--- config.mk ---
export PLATFORM = sky130hd
export DESIGN_NAME = brami_wr_pacer
export DESIGN_NICKNAME = d
export VERILOG_FILES = /design/src/rtl/brami_wr_pacer.sv
export SDC_FILE = /design/constraint.sdc
export NUM_CORES = 1
export LEC_CHECK = 0
export BUFFER_PORTS_ARGS = -buffer_cell sky130_fd_sc_hd__clkbuf_2
export CORE_MARGIN = 8
export CORE_UTILIZATION = 45
export DETAILED_ROUTE_END_ITERATION = 12
export MAX_ROUTING_LAYER = met4
export PLACE_DENSITY = 0.69
export RECOVER_POWER = 100
export SETUP_SLACK_MARGIN = 0.05
export SYNTH_ARGS = -nofsm -noshare
export SYNTH_HDL_FRONTEND = slang
export SYNTH_SLANG_ARGS = --single-unit
--- constraint.sdc ---
create_clock -name clk_in -period 4.53 [get_ports clk_in]
set_clock_uncertainty 0.1 [all_clocks]
set_input_delay 0.453 -clock clk_in [delete_from_list [all_inputs] [get_ports clk_in]]
set_output_delay 0.453 -clock clk_in [all_outputs]
set_load 0.05 [all_outputs]
--- src/rtl/brami_wr_pacer.sv ---
// rtl/brami_wr_pacer.sv - buffers a pixel write stream and re-issues it as spaced write strobes
// Guarantees the BRAM arbiter never sees write strobes closer than MIN_GAP cycles.
module brami_wr_pacer #(
   parameter int RAM_WIDTH  = 16,
   parameter int RAM_DEPTH  = 320*240,
   parameter int FIFO_DEPTH = 8,
   parameter int MIN_GAP    = 2,
   localparam int AW = $clog2(RAM_DEPTH),
   localparam int PW = $clog2(FIFO_DEPTH),
   localparam int CW = PW + 1
) (
   input  logic                 clk_in,
   input  logic                 rst_in,
   input  logic                 valid_in,
   input  logic [AW-1:0]        addr_in,
   input  logic [RAM_WIDTH-1:0] data_in,
   output logic                 ready_out,
   output logic                 valid_wr_out,
   output logic [AW-1:0]        addr_wr_out,
   output logic [RAM_WIDTH-1:0] data_wr_out,
   output logic [CW-1:0]        count_out
);

   localparam int GW = (MIN_GAP > 1) ? $clog2(MIN_GAP) : 1;
   localparam int EW = AW + RAM_WIDTH;
   localparam logic [GW-1:0] GAP_RELOAD = GW'(MIN_GAP - 1);
   localparam logic [CW-1:0] FULL_COUNT = CW'(FIFO_DEPTH);

   logic [EW-1:0] mem [FIFO_DEPTH];
   logic [PW-1:0] wr_ptr;
   logic [PW-1:0] rd_ptr;
   logic [CW-1:0] count;
   logic [CW-1:0] count_next;
   logic [GW-1:0] gap_cnt;
   logic          push;
   logic          pop;

   // push is gated by the registered ready, so count can never exceed FIFO_DEPTH
   assign push = valid_in && ready_out;
   assign pop  = (count != '0) && (gap_cnt == '0);

   always_comb begin
      count_next = count;
      case ({push, pop})
         2'b10:   count_next = count + CW'(1);
         2'b01:   count_next = count - CW'(1);
         default: count_next = count;
      endcase
   end

   // storage is not reset; stale entries are unreachable once the pointers clear
   always_ff @(posedge clk_in) begin
      if (push) begin
         mem[wr_ptr] <= {addr_in, data_in};
      end
   end

   always_ff @(posedge clk_in or negedge rst_in) begin
      if (!rst_in) begin
         wr_ptr    <= '0;
         rd_ptr    <= '0;
         count     <= '0;
         ready_out <= 1'b0;
      end else begin
         if (push) begin
            wr_ptr <= wr_ptr + PW'(1);
         end
         if (pop) begin
            rd_ptr <= rd_ptr + PW'(1);
         end
         count     <= count_next;
         ready_out <= (count_next < FULL_COUNT);
      end
   end

   always_ff @(posedge clk_in or negedge rst_in) begin
      if (!rst_in) begin
         gap_cnt      <= '0;
         valid_wr_out <= 1'b0;
         addr_wr_out  <= '0;
         data_wr_out  <= '0;
      end else if (pop) begin
         gap_cnt                      <= GAP_RELOAD;
         valid_wr_out                 <= 1'b1;
         {addr_wr_out, data_wr_out}   <= mem[rd_ptr];
      end else begin
         valid_wr_out <= 1'b0;
         if (gap_cnt != '0) begin
            gap_cnt <= gap_cnt - GW'(1);
         end
      end
   end

   assign count_out = count;

endmodule

==> impl_metrics.env <==
export IMPL_core_rowCount=59
export IMPL_core_area_um2=26100
export IMPL_floorplan_die_area_um2=32100
export IMPL_grt_util_all_layers_pct=15.1
export IMPL_post_synth_top_count_cell="sky130_fd_sc_hd__edfxtp_1"
export IMPL_synth_enable_flop_cells=264
export IMPL_power_share_combinational_pct=33.2
export IMPL_cts_inserted_buffers=31
export IMPL_starting_density_of_the_core_pct=45.9
export IMPL_synth_yosys_warnings=0
export IMPL_share_clk_of_total_power_pct=25.7
export IMPL_grt_overflow_total=0
export IMPL_power_density_nw_per_um2=705
export IMPL_timing_slew_headroom_pct=-116
export IMPL_status="finished, violations left"
export IMPL_dieHeight_um=179
export IMPL_clock_latency_reported_for_the_late_side_of_the_worst_skew_pair_ns=0.55
export IMPL_synthesis_area_um2=12000
export IMPL_cts_tree="built"
export IMPL_drt_pass1_iterations=5
export IMPL_power_switching_fraction_pct=36.4
export IMPL_post_cts_resized=0
export IMPL_synthesis_instances=700
export IMPL_design_final_nets=826
export IMPL_worst_ep_arrival_time_ns=3.59
export IMPL_numPortBuffers=74
export IMPL_route_detailed_wl_per_inst_um=20.4
export IMPL_route_detailed_drc=0
export IMPL_synth_fp_nets=742
export IMPL_synth_lib_cells_used_distinct=34
export IMPL_clkSinkCount=309
export IMPL_critPathMaxFanout=33
export IMPL_ant_nets=0
export IMPL_hold_viol_final=0
export IMPL_timing_fmax_mhz=277
export IMPL_power_leakage_nw=4.90
export IMPL_grt_start_max_net_pins=50
export IMPL_finalCriticalPeriod_ns=3.61
export IMPL_yosysSeqAreaShare_pct=75.6
export IMPL_intPower_mw=6.04
export IMPL_first_global_vias=6456
export IMPL_final_max_slew_viol_count=312
export IMPL_drt_total_wl_mm=23.4
export IMPL_via_count=6109
export IMPL_startpoint_type="register"
export IMPL_max_slew_worst_pin_slew_ns=3.22
export IMPL_top_level_ports=75
export IMPL_portion_of_the_clock_cycle_consumed_by_the_worst_path_in_the_final_layout_pct=79.7
export IMPL_first_pass_grt_wire_length_mm=36.5
export IMPL_power_share_sequential_pct=41.2
export IMPL_place_congestion=0.705
export IMPL_synth_seq_cells=309
export IMPL_antenna_found_initial=3
export IMPL_detailedRoute_firstIterationViolations=473
export IMPL_rsz0062_at_grt="false"
export IMPL_path_class="register to register"
export IMPL_detailed_place_hpwl_mm=13.4
export IMPL_synth_top_cell_area_share_pct=66.2
export IMPL_tns_ns=0
export IMPL_die_width_um=179
export IMPL_final_setup_viol_count=0
export IMPL_post_synth_top_area_cell="sky130_fd_sc_hd__edfxtp_1"
export IMPL_clockRootBuffer="sky130_fd_sc_hd__clkbuf_16"
export IMPL_clock_tree_htree_level_count=1
export IMPL_cts_path_max_buffers=3
export IMPL_failing_checks="capacitance limit, slew limit"
export IMPL_cts_reportedPaths_clkPinSlew_ns=0.06
export IMPL_ys_async_rst_share_pct=14.6
export IMPL_yosys_most_used_dff="sky130_fd_sc_hd__edfxtp_1"
export IMPL_switchingPower_mw=3.45
export IMPL_worst_hold_path_type="input port to register"
export IMPL_crit_required_ns=4.51
export IMPL_areaGrowthSynthToFinish_pct=12.5
export IMPL_timing_final_ws_setup_ns=0.921
export IMPL_dp_slack_ns=1.56
export IMPL_reg2reg_setup_slack_ns=0.92
export IMPL_worst_setup_path_end_kind="register"
export IMPL_post_route_cells_drive_above_1_share_pct=7.81
export IMPL_post_synth_main_area_contributors="sky130_fd_sc_hd__edfxtp_1 66%, sky130_fd_sc_hd__mux2i_1 11%, sky130_fd_sc_hd__dfrtp_1 9.4%"
export IMPL_vdd_ir_drop_worst_uv=407
export IMPL_vias_per_cell=5.34
export IMPL_synthesis_area_per_instance_um2=17.1
export IMPL_top_post_synthesis_cells_by_count="264 x sky130_fd_sc_hd__edfxtp_1, 133 x sky130_fd_sc_hd__mux2i_1, 76 x sky130_fd_sc_hd__nand2_1, 66 x sky130_fd_sc_hd__a22oi_1, 45 x sky130_fd_sc_hd__dfrtp_1"
export IMPL_max_cap_viol_count=11
final cells by class:
cell class | instances | area (µm²)
clock buffers | 35 | 791
well taps | 335 | 419
diodes | 3 | 7.51
fillers | 2152 | 12600
multi-input cells | 351 | 2600
clock inverters | 21 | 178
flip-flops and latches | 309 | 9050
inverters | 2 | 10.0
repair buffers | 89 | 409
cells in the final DEF (no fill, tap or decap), types with 7 or more instances in the layout:
cell type	netlist	final
sky130_fd_sc_hd__dfrtp_1	45	45
sky130_fd_sc_hd__edfxtp_1	264	264
sky130_fd_sc_hd__nand3_1	36	36
sky130_fd_sc_hd__a22oi_1	66	66
sky130_fd_sc_hd__clkbuf_1	5	83
sky130_fd_sc_hd__nand2_1	76	76
sky130_fd_sc_hd__clkinv_1	0	7
sky130_fd_sc_hd__clkbuf_16	0	31
sky130_fd_sc_hd__clkinv_2	0	9
sky130_fd_sc_hd__mux2i_1	133	133
power by group through the flow:
stage | logic (mW) | registers [mW] | clock network [mW]
floorplan | 1.99 | 4.46 | 0
global placement | 3.19 | 3.95 | 0
detailed placement | 3.23 | 3.97 | 0
CTS | 3.25 | 3.91 | 2.49
global route | 3.45 | 3.96 | 2.59
finish | 3.15 | 3.91 | 2.44
stage by stage:
step	std cells	utilization, %	instance area, µm²	hold WS (ns)	power, mW
global route	1145	51.7	13500	0.141	10.0
detailed placement	1085	48.6	12700	0.363	7.20
finish	1145	51.7	13500	0.119	9.49
global placement	1085	48.6	12700	0.358	7.14
floorplan	700	-	12000	0.0574	6.45
CTS	1142	52.3	13600	0.0588	9.64
path summary, 6_finish.rpt:
check / startpoint / to / depth (start not counted)
hold reg to reg: data_wr_out[4]$_DFFE_PN0P_ / data_wr_out[4]$_DFFE_PN0P_ / 2
max in group asynchronous: rst_in / addr_wr_out[0]$_DFFE_PN0P_ / 3
setup reg to reg: wr_ptr[1]$_DFFE_PN0P_ / mem[5][1]$_DFFE_PP_ / 2
setup / recovery: wr_ptr[1]$_DFFE_PN0P_ / mem[5][1]$_DFFE_PP_ / 2
min in group asynchronous: rst_in / wr_ptr[1]$_DFFE_PN0P_ / 2
hold / removal: valid_in / wr_ptr[2]$_DFFE_PN0P_ / 3
routing by layer:
layer / routed length, µm / up-vias / GRT usage, % / share of wire [%]
li1: - / 2870 / - / -
met1: 9970 / 3076 / 18.6 / 43
met2: 11700 / 123 / 25.3 / 50
met3: 1150 / 40 / 2.76 / 4.9
met4: 534 / 0 / 4.30 / 2.3
met5: 0 / - / - / 0
logic make-up (layout without fill, tap and decap cells):
kind of cell,count (synthesis),after routing,synth area share (%)
compound gates,70,70,4.36
xor+xnor,5,5,0.366
fa+ha+maj,6,6,0.690
buf+inv,40,147,2.72
flops,309,309,75.6
mux,135,135,11.3
other cells,0,3,0
simple gates,135,135,4.91
critical path, stage by stage (launching register included):
cell	delay, ns
sky130_fd_sc_hd__dfrtp_1	0.45
sky130_fd_sc_hd__nand2b_1	0.21
sky130_fd_sc_hd__nor2_1	2.38
registers in the layout (all words and copies together), names as in the netlist, named ones only:
signal and count:
wr_ptr 3, mem 264, rd_ptr 3, data_wr_out 16
ready_out 1, gap_cnt 1, count_out 3, addr_wr_out 17
what timing repair did:
item / CTS / global route
endpoints found under the hold margin: 29 / 0
hold buffers: 1 / 0
buffers inserted: 0 / 0
Note: power is estimated with default switching activity, not from simulation.
